<file path="src/rtl/check_ram_if.sv">
// check_ram_if: AXI4 port of the bank checker; the read channels carry traffic,
// the write channels exist only so the master can hold them idle.
interface check_ram_if #(parameter int DW = 512);
  logic [63:0] araddr;
  logic [7:0] arlen;
  logic [2:0] arsize, arprot;
  logic [1:0] arburst;
  logic [3:0] arid, arcache, arqos;
  logic arlock, arvalid, arready;
  logic [DW-1:0] rdata;
  logic [1:0] rresp;
  logic rlast, rvalid, rready;
  logic [63:0] awaddr;
  logic [7:0] awlen;
  logic [2:0] awsize, awprot;
  logic [1:0] awburst;
  logic [3:0] awid, awcache, awqos;
  logic awlock, awvalid;
  logic [DW-1:0] wdata;
  logic [DW/8-1:0] wstrb;
  logic wlast, wvalid, bready;
  modport master(
    output araddr, arlen, arsize, arprot, arburst, arid, arcache, arqos, arlock, arvalid,
    input arready, rdata, rresp, rlast, rvalid,
    output rready, awaddr, awlen, awsize, awprot, awburst, awid, awcache, awqos, awlock,
    output awvalid, wdata, wstrb, wlast, wvalid, bready
  );
  modport slave(
    input araddr, arlen, arsize, arprot, arburst, arid, arcache, arqos, arlock, arvalid,
    output arready, rdata, rresp, rlast, rvalid,
    input rready, awaddr, awlen, awsize, awprot, awburst, awid, awcache, awqos, awlock,
    input awvalid, wdata, wstrb, wlast, wvalid, bready
  );
endinterface

</file>
<file path="src/rtl/check_ram.sv">
// check_ram: reads a whole RAM bank in INCR bursts and checks every byte against a fill value,
// reporting mismatching beats, the first failing address, RRESP/RLAST faults and elapsed cycles.
module check_ram #(
  parameter int DW = 512,
  parameter logic [7:0] FILL_VALUE = 8'hFC,
  parameter logic [63:0] BASE_ADDR = 64'h0,
  parameter int BLOCK_BYTES = 4096,
  parameter int BLOCK_CYCLES = 64,
  parameter int BLOCK_COUNT = 1024
) (
  input logic ram_clk,
  input logic ram_resetn,
  input logic start,
  output logic idle,
  output logic [63:0] elapsed,
  output logic [63:0] error_count,
  output logic [63:0] first_err_addr,
  output logic [31:0] rresp_errors,
  output logic rlast_error,
  check_ram_if.master m_axi
);
  localparam int BW = $clog2(BLOCK_CYCLES + 1);
  localparam int KW = $clog2(BLOCK_COUNT + 1);
  localparam logic [BW-1:0] BEAT_LAST = BW'(BLOCK_CYCLES);
  localparam logic [KW-1:0] BLOCK_LAST = KW'(BLOCK_COUNT);
  typedef enum logic {AR_IDLE, AR_SEND} ar_state_t;
  typedef enum logic [1:0] {R_IDLE, R_RUN, R_DRAIN} r_state_t;
  ar_state_t ar_state_q, ar_state_d;
  r_state_t r_state_q, r_state_d;
  logic [63:0] araddr_q, araddr_d, beat_addr_q, beat_addr_d, s1_addr_q, s1_addr_d;
  logic [63:0] elapsed_q, elapsed_d, err_q, err_d, first_q, first_d;
  logic [31:0] resp_q, resp_d;
  logic [KW-1:0] ar_count_q, ar_count_d, block_q, block_d;
  logic [BW-1:0] beat_q, beat_d;
  logic s1_v_q, s1_v_d, s1_mis_q, s1_mis_d, s1_bad_q, s1_bad_d, rlast_err_q, rlast_err_d;
  logic go;
  assign idle = r_state_q == R_IDLE;
  assign go = start & idle;
  assign elapsed = elapsed_q;
  assign error_count = err_q;
  assign first_err_addr = first_q;
  assign rresp_errors = resp_q;
  assign rlast_error = rlast_err_q;
  assign m_axi.araddr = araddr_q;
  assign m_axi.arvalid = ar_state_q == AR_SEND;
  assign m_axi.arlen = 8'(BLOCK_CYCLES - 1);
  assign m_axi.arsize = 3'($clog2(DW / 8));
  assign m_axi.arburst = 2'b01;
  assign m_axi.arid = '0;
  assign m_axi.arcache = '0;
  assign m_axi.arqos = '0;
  assign m_axi.arprot = '0;
  assign m_axi.arlock = 1'b0;
  assign m_axi.rready = 1'b1;
  assign m_axi.awaddr = '0;
  assign m_axi.awlen = '0;
  assign m_axi.awsize = '0;
  assign m_axi.awprot = '0;
  assign m_axi.awburst = '0;
  assign m_axi.awid = '0;
  assign m_axi.awcache = '0;
  assign m_axi.awqos = '0;
  assign m_axi.awlock = 1'b0;
  assign m_axi.awvalid = 1'b0;
  assign m_axi.wdata = '0;
  assign m_axi.wstrb = '0;
  assign m_axi.wlast = 1'b0;
  assign m_axi.wvalid = 1'b0;
  assign m_axi.bready = 1'b1;
  always_comb begin
    ar_state_d = ar_state_q;
    araddr_d = araddr_q;
    ar_count_d = ar_count_q;
    if (ar_state_q == AR_IDLE) begin
      if (go) begin
        ar_state_d = AR_SEND;
        araddr_d = BASE_ADDR;
        ar_count_d = KW'(1);
      end
    end else if (m_axi.arready) begin
      if (ar_count_q == BLOCK_LAST) ar_state_d = AR_IDLE;
      else begin
        araddr_d = araddr_q + 64'(BLOCK_BYTES);
        ar_count_d = ar_count_q + 1'b1;
      end
    end
  end
  // Stage 2 retires the beat registered last cycle; the case below may then override on start.
  always_comb begin
    r_state_d = r_state_q;
    beat_d = beat_q;
    block_d = block_q;
    beat_addr_d = beat_addr_q;
    s1_v_d = 1'b0;
    s1_mis_d = s1_mis_q;
    s1_bad_d = s1_bad_q;
    s1_addr_d = s1_addr_q;
    elapsed_d = idle ? elapsed_q : elapsed_q + 64'd1;
    err_d = s1_v_q ? err_q + 64'(s1_mis_q) : err_q;
    resp_d = (s1_v_q && s1_bad_q && resp_q != '1) ? resp_q + 32'd1 : resp_q;
    first_d = (s1_v_q && s1_mis_q && err_q == 64'd0) ? s1_addr_q : first_q;
    rlast_err_d = rlast_err_q;
    case (r_state_q)
      R_IDLE: if (start) begin
        r_state_d = R_RUN;
        beat_d = BW'(1);
        block_d = KW'(1);
        beat_addr_d = BASE_ADDR;
        elapsed_d = '0;
        err_d = '0;
        resp_d = '0;
        first_d = '1;
        rlast_err_d = 1'b0;
      end
      R_RUN: if (m_axi.rvalid) begin
        s1_v_d = 1'b1;
        s1_mis_d = |(m_axi.rdata ^ {(DW / 8){FILL_VALUE}});
        s1_bad_d = m_axi.rresp != 2'b00;
        s1_addr_d = beat_addr_q;
        rlast_err_d = rlast_err_q | (m_axi.rlast != (beat_q == BEAT_LAST));
        beat_addr_d = beat_addr_q + 64'(DW / 8);
        beat_d = (beat_q == BEAT_LAST) ? BW'(1) : beat_q + 1'b1;
        block_d = (beat_q == BEAT_LAST) ? block_q + 1'b1 : block_q;
        r_state_d = (beat_q == BEAT_LAST && block_q == BLOCK_LAST) ? R_DRAIN : R_RUN;
      end
      R_DRAIN: r_state_d = R_IDLE;
      default: r_state_d = R_IDLE;
    endcase
  end
  always_ff @(posedge ram_clk or negedge ram_resetn)
    if (!ram_resetn) begin
      ar_state_q <= AR_IDLE;
      r_state_q <= R_IDLE;
      araddr_q <= BASE_ADDR;
      ar_count_q <= KW'(1);
      beat_q <= BW'(1);
      block_q <= KW'(1);
      beat_addr_q <= BASE_ADDR;
      s1_v_q <= 1'b0;
      s1_mis_q <= 1'b0;
      s1_bad_q <= 1'b0;
      s1_addr_q <= '0;
      elapsed_q <= '0;
      err_q <= '0;
      resp_q <= '0;
      first_q <= '1;
      rlast_err_q <= 1'b0;
    end else begin
      ar_state_q <= ar_state_d;
      r_state_q <= r_state_d;
      araddr_q <= araddr_d;
      ar_count_q <= ar_count_d;
      beat_q <= beat_d;
      block_q <= block_d;
      beat_addr_q <= beat_addr_d;
      s1_v_q <= s1_v_d;
      s1_mis_q <= s1_mis_d;
      s1_bad_q <= s1_bad_d;
      s1_addr_q <= s1_addr_d;
      elapsed_q <= elapsed_d;
      err_q <= err_d;
      resp_q <= resp_d;
      first_q <= first_d;
      rlast_err_q <= rlast_err_d;
    end
endmodule
</file>
<file path="src/flat_wrapper.sv">
// flat-port wrapper written by rule: the top's interface ports become plain ports
module check_ram_flat 
#(
  parameter int DW = 512,
  parameter logic [7:0] FILL_VALUE = 8'hFC,
  parameter logic [63:0] BASE_ADDR = 64'h0,
  parameter int BLOCK_BYTES = 4096,
  parameter int BLOCK_CYCLES = 64,
  parameter int BLOCK_COUNT = 1024
)
  (ram_clk, ram_resetn, start, idle, elapsed, error_count, first_err_addr, rresp_errors, rlast_error, m_axi_araddr, m_axi_arlen, m_axi_arsize, m_axi_arprot, m_axi_arburst, m_axi_arid, m_axi_arcache, m_axi_arqos, m_axi_arlock, m_axi_arvalid, m_axi_arready, m_axi_rdata, m_axi_rresp, m_axi_rlast, m_axi_rvalid, m_axi_rready, m_axi_awaddr, m_axi_awlen, m_axi_awsize, m_axi_awprot, m_axi_awburst, m_axi_awid, m_axi_awcache, m_axi_awqos, m_axi_awlock, m_axi_awvalid, m_axi_wdata, m_axi_wstrb, m_axi_wlast, m_axi_wvalid, m_axi_bready);
  check_ram_if #(.DW(DW)) m_axi_i ();
  input logic ram_clk;
  input logic ram_resetn;
  input logic start;
  output logic idle;
  output logic [63:0] elapsed;
  output logic [63:0] error_count;
  output logic [63:0] first_err_addr;
  output logic [31:0] rresp_errors;
  output logic rlast_error;
  output wire logic [$bits(m_axi_i.araddr)-1:0] m_axi_araddr;
  output wire logic [$bits(m_axi_i.arlen)-1:0] m_axi_arlen;
  output wire logic [$bits(m_axi_i.arsize)-1:0] m_axi_arsize;
  output wire logic [$bits(m_axi_i.arprot)-1:0] m_axi_arprot;
  output wire logic [$bits(m_axi_i.arburst)-1:0] m_axi_arburst;
  output wire logic [$bits(m_axi_i.arid)-1:0] m_axi_arid;
  output wire logic [$bits(m_axi_i.arcache)-1:0] m_axi_arcache;
  output wire logic [$bits(m_axi_i.arqos)-1:0] m_axi_arqos;
  output wire logic [$bits(m_axi_i.arlock)-1:0] m_axi_arlock;
  output wire logic [$bits(m_axi_i.arvalid)-1:0] m_axi_arvalid;
  input wire logic [$bits(m_axi_i.arready)-1:0] m_axi_arready;
  input wire logic [$bits(m_axi_i.rdata)-1:0] m_axi_rdata;
  input wire logic [$bits(m_axi_i.rresp)-1:0] m_axi_rresp;
  input wire logic [$bits(m_axi_i.rlast)-1:0] m_axi_rlast;
  input wire logic [$bits(m_axi_i.rvalid)-1:0] m_axi_rvalid;
  output wire logic [$bits(m_axi_i.rready)-1:0] m_axi_rready;
  output wire logic [$bits(m_axi_i.awaddr)-1:0] m_axi_awaddr;
  output wire logic [$bits(m_axi_i.awlen)-1:0] m_axi_awlen;
  output wire logic [$bits(m_axi_i.awsize)-1:0] m_axi_awsize;
  output wire logic [$bits(m_axi_i.awprot)-1:0] m_axi_awprot;
  output wire logic [$bits(m_axi_i.awburst)-1:0] m_axi_awburst;
  output wire logic [$bits(m_axi_i.awid)-1:0] m_axi_awid;
  output wire logic [$bits(m_axi_i.awcache)-1:0] m_axi_awcache;
  output wire logic [$bits(m_axi_i.awqos)-1:0] m_axi_awqos;
  output wire logic [$bits(m_axi_i.awlock)-1:0] m_axi_awlock;
  output wire logic [$bits(m_axi_i.awvalid)-1:0] m_axi_awvalid;
  output wire logic [$bits(m_axi_i.wdata)-1:0] m_axi_wdata;
  output wire logic [$bits(m_axi_i.wstrb)-1:0] m_axi_wstrb;
  output wire logic [$bits(m_axi_i.wlast)-1:0] m_axi_wlast;
  output wire logic [$bits(m_axi_i.wvalid)-1:0] m_axi_wvalid;
  output wire logic [$bits(m_axi_i.bready)-1:0] m_axi_bready;
  assign m_axi_araddr = m_axi_i.araddr;
  assign m_axi_arlen = m_axi_i.arlen;
  assign m_axi_arsize = m_axi_i.arsize;
  assign m_axi_arprot = m_axi_i.arprot;
  assign m_axi_arburst = m_axi_i.arburst;
  assign m_axi_arid = m_axi_i.arid;
  assign m_axi_arcache = m_axi_i.arcache;
  assign m_axi_arqos = m_axi_i.arqos;
  assign m_axi_arlock = m_axi_i.arlock;
  assign m_axi_arvalid = m_axi_i.arvalid;
  assign m_axi_i.arready = m_axi_arready;
  assign m_axi_i.rdata = m_axi_rdata;
  assign m_axi_i.rresp = m_axi_rresp;
  assign m_axi_i.rlast = m_axi_rlast;
  assign m_axi_i.rvalid = m_axi_rvalid;
  assign m_axi_rready = m_axi_i.rready;
  assign m_axi_awaddr = m_axi_i.awaddr;
  assign m_axi_awlen = m_axi_i.awlen;
  assign m_axi_awsize = m_axi_i.awsize;
  assign m_axi_awprot = m_axi_i.awprot;
  assign m_axi_awburst = m_axi_i.awburst;
  assign m_axi_awid = m_axi_i.awid;
  assign m_axi_awcache = m_axi_i.awcache;
  assign m_axi_awqos = m_axi_i.awqos;
  assign m_axi_awlock = m_axi_i.awlock;
  assign m_axi_awvalid = m_axi_i.awvalid;
  assign m_axi_wdata = m_axi_i.wdata;
  assign m_axi_wstrb = m_axi_i.wstrb;
  assign m_axi_wlast = m_axi_i.wlast;
  assign m_axi_wvalid = m_axi_i.wvalid;
  assign m_axi_bready = m_axi_i.bready;
  check_ram #(.DW(DW), .FILL_VALUE(FILL_VALUE), .BASE_ADDR(BASE_ADDR), .BLOCK_BYTES(BLOCK_BYTES), .BLOCK_CYCLES(BLOCK_CYCLES), .BLOCK_COUNT(BLOCK_COUNT)) u_core (.ram_clk(ram_clk), .ram_resetn(ram_resetn), .start(start), .idle(idle), .elapsed(elapsed), .error_count(error_count), .first_err_addr(first_err_addr), .rresp_errors(rresp_errors), .rlast_error(rlast_error), .m_axi(m_axi_i));
endmodule
</file>
<file path="config.mk">
export PLATFORM = sky130hd
export DESIGN_NAME = check_ram_flat
export DESIGN_NICKNAME = d
export VERILOG_FILES = /design/src/rtl/check_ram_if.sv /design/src/rtl/check_ram.sv /design/src/flat_wrapper.sv
export SDC_FILE = /design/constraint.sdc
export NUM_CORES = 1
export LEC_CHECK = 0
export ABC_CLOCK_PERIOD_IN_PS = 2500
export CAP_MARGIN = 10
export CORE_AREA = 2 2 593 595
export DETAILED_ROUTE_END_ITERATION = 16
export DIE_AREA = 0 0 595 597
export MAX_ROUTING_LAYER = met4
export PLACE_DENSITY = 0.34
export SLEW_MARGIN = 20
export SYNTH_ARGS = -nofsm -noshare
export SYNTH_HDL_FRONTEND = slang
export SYNTH_SLANG_ARGS = --single-unit
</file>
<file path="constraint.sdc">
create_clock -name ram_clk -period 2.5 [get_ports ram_clk]
set_clock_uncertainty 0.05 [all_clocks]
set_input_delay 0.5 -clock ram_clk [delete_from_list [all_inputs] [get_ports ram_clk]]
set_output_delay 0.5 -clock ram_clk [all_outputs]
set_load 0.005 [all_outputs]
</file>
==> impl_metrics.ini <==
[run_status]
run_status = finished, violations left
violations = negative setup slack

[route]
drc = 0
drtAntennaViolNets = 0
wl_per_cell_um = 15.89
drtIter0Drc = 959
wl_um = 139600
firstDrtPassIters = 5
viasPerCell = 2.686
via_count = 23590

[clock_network]
numCtsBuffers = 58
clockRootBuffer = clkbuf_16
h-tree-depth = 2
path_clk_slew_ns = 0.06
cts_buffer_depth = 3
cts.sinks = 428
insertion_delay_ns = 0.72
cts_tree = yes

[sta]
fin_ws_ns = -0.03054
period_share_pct = 101.2
tightestPinTransition_ns = 0.6682
grt_setup_unrepaired = true
slew_headroom_pct = 55.45
whs_ns = 0.2082
fmax_mhz = 395.2
slew_violations = 0
period_needed_ns = 2.531
hold_viol_final = 0
setup_viol = 20

[final_layout]
fin_nets = 4648
syn_to_final_growth_pct = 61.21
fin_area_um2 = 43330
drive_above_1_share_pct = 14.93

[pwr]
power.net_switching_mw = 6.539
seqPwrFrac_pct = 37.7
ir_worst_vdd_uv = 468.9
switching_share_pct = 30.11
combPwrFrac_pct = 21.1
p_leak_nw = 18.07
internal-power_mw = 15.18
power.share.clock_pct = 41.2
power_density_nw_per_um2 = 501.2
total_power_mw = 21.72

[setup_path]
worstPathCellList = nor4_4 -> and4_1 -> nand3_1 -> or4_4 -> buf_12 -> clkbuf_16 -> buf_4 -> mux2i_1 -> nand2_1
path_class = reg -> reg
regToRegSetupSlack_ns = -0.03
critPathBufInv = 3
critical-path-slowest-cell = or4_4
cp_top_family = simple AND/OR/NAND/NOR gates
cp-start-kind = flip-flop
max_stage_delay_ns = 0.59
path_max_fanout = 5
arrival_ns = 3.09
end_kind = flip-flop
crit_required_ns = 3.06

[grt]
grt_max_degree = 82
antenna_found_initial = 41
gr-total-overflow = 0
grt_usage_pct = 7.626
grt_pass1_vias = 23570
grt_pass1_wl_um = 186600

[run]
maxCapViolations = 0

[synthesis]
yosysTopAreaCell = dfrtp_1
synthTopCellsByArea = dfrtp_1 34%, buf_4 20%, dfstp_2 6.5%, nand2_1 5.2%, nand4_1 4.5%
synth_area_um2 = 26880
synth_cells = 3011
yosysWarnings = 0
yosys.area.top_type_share_pct = 33.61
async_flop_share_pct = 100.0
synth_cell_types = 62
synth_common_cells = 715 x buf_4, 375 x nand2_1, 361 x dfrtp_1
synth_edf_count = 0
ys_seq_elements = 428
ys.flop_type = dfrtp_1
syn_area_per_cell_um2 = 8.927
synth.yosys.seq_area_share_pct = 40.16
yosysMostFrequentCell = buf_4

[placement]
gp_congestion = 0.8363
portBuffers = 798
hpwl_um = 117400
place_area_um2 = 40410

[die]
die_h_um = 597
coreArea_um2 = 348600
io_pins = 1514
start_util_pct = 7.710
rows = 217
die_area_um2 = 355200
dieWidth_um = 595

[min_path]
hold_path_class = in -> async
flip-flops by register name, summed over array words and instances (netlist names):
name	cells
u_core.m_axi.araddr	52
u_core.beat_q	7
u_core.elapsed	64
u_core.beat_addr_q	58
u_core.r_state_q	2
u_core.ar_count_q	11
u_core.rresp_errors	32
u_core.first_err_addr	64
u_core.s1_addr_q	58
u_core.block_q	11
u_core.s1_bad_q	1
u_core.rlast_error	1
u_core.s1_v_q	1
u_core.s1_mis_q	1
u_core.error_count	64
u_core.m_axi.arvalid	1
final timing paths:
path / start / endpoint / cells after the start
worst max-delay path: u_core.error_count[13] / u_core.first_err_addr[49] / 9
worst min-delay path: ram_resetn / u_core.s1_addr_q[14] / 2
worst min register to register: u_core.s1_addr_q[19] / u_core.first_err_addr[19] / 2
max in group asynchronous: ram_resetn / u_core.first_err_addr[51] / 4
worst max register to register: u_core.error_count[13] / u_core.first_err_addr[49] / 9
min in group ram_clk: start / u_core.r_state_q[0] / 3
power by group through the flow:
| stage | clock (mW) | combinational, mW | sequential (mW) |
|---|---|---|---|
| finish | 8.94 | 4.58 | 8.19 |
| CTS | 9.43 | 4.61 | 8.17 |
| global route | 9.67 | 5.04 | 8.31 |
| detailed placement | 0 | 4.59 | 8.28 |
| global placement | 0 | 4.56 | 8.27 |
| floorplan | 0 | 2.04 | 8.27 |
layer usage:
| layer | GRT usage [%] | wire length, um |
|---|---|---|
| met5 | - | 0 |
| met4 | 3.215 | 6769 |
| met3 | 2.101 | 9940 |
| met2 | 13.43 | 71550 |
| met1 | 7.979 | 51310 |
layout by cell type, fill, tap and decap left out, drive strengths merged, types with 46 or more instances in the layout:
master and instances:
nor3 65, conb 715, o21ai 73, nor4 114
and3 57, buf 342, clkdlybuf4s50 738, nand4 198
xor2 84, dlygate4sd2 46, nand3 122, xnor2 103
dfrtp 361, mux2i 84, nand2 375, dfstp 67
clkbuf 89, nor2 235, inv 47
through the flow:
step / TNS [ns] / utilization (%) / setup slack (ns) / std cells
detailed placement: -41.43 / 11.59 / -1.425 / 8637
finish: -0.2271 / 12.43 / -0.03054 / 8783
floorplan: 0 / - / 0.09790 / 3724
global placement: -42.29 / 11.59 / -1.559 / 8637
global route: -3.671 / 12.43 / -0.1308 / 8781
CTS: -0.08392 / 12.24 / -0.02962 / 8752
area by class of cell:
class                      count  area, um^2
fill                       40100      305300
inverter                      45       168.9
sequential                   428       10810
antenna                       18       45.04
multi-input combinational   2447       13490
timing repair buffer        1136       11030
tap                         4599        5754
clock inverter                24       357.8
clock buffer                  86        1677
what timing repair did:
action	CTS	global route
pin swaps	15	38
hold buffers	1	0
hold endpoints to repair	109	0
buffers inserted	3	10
gates cloned	1	4
endpoints found under the setup margin	144	151
resized for setup	92	86
cells by family after synthesis:
| logic type | after synthesis | share of synthesized area, % |
|---|---|---|
| AO/OA/AOI/OAI | 171 | 3.822 |
| XOR/XNOR | 187 | 6.094 |
| adder cells (fa/ha/maj) | 12 | 0.5586 |
| buffers and inverters | 849 | 21.94 |
| flip-flops | 428 | 40.16 |
| multiplexers | 84 | 3.128 |
| other | 2 | 0.02794 |
| AND/OR/NAND/NOR | 1278 | 24.27 |
No activity file was read; power rests on OpenSTA's default activity.
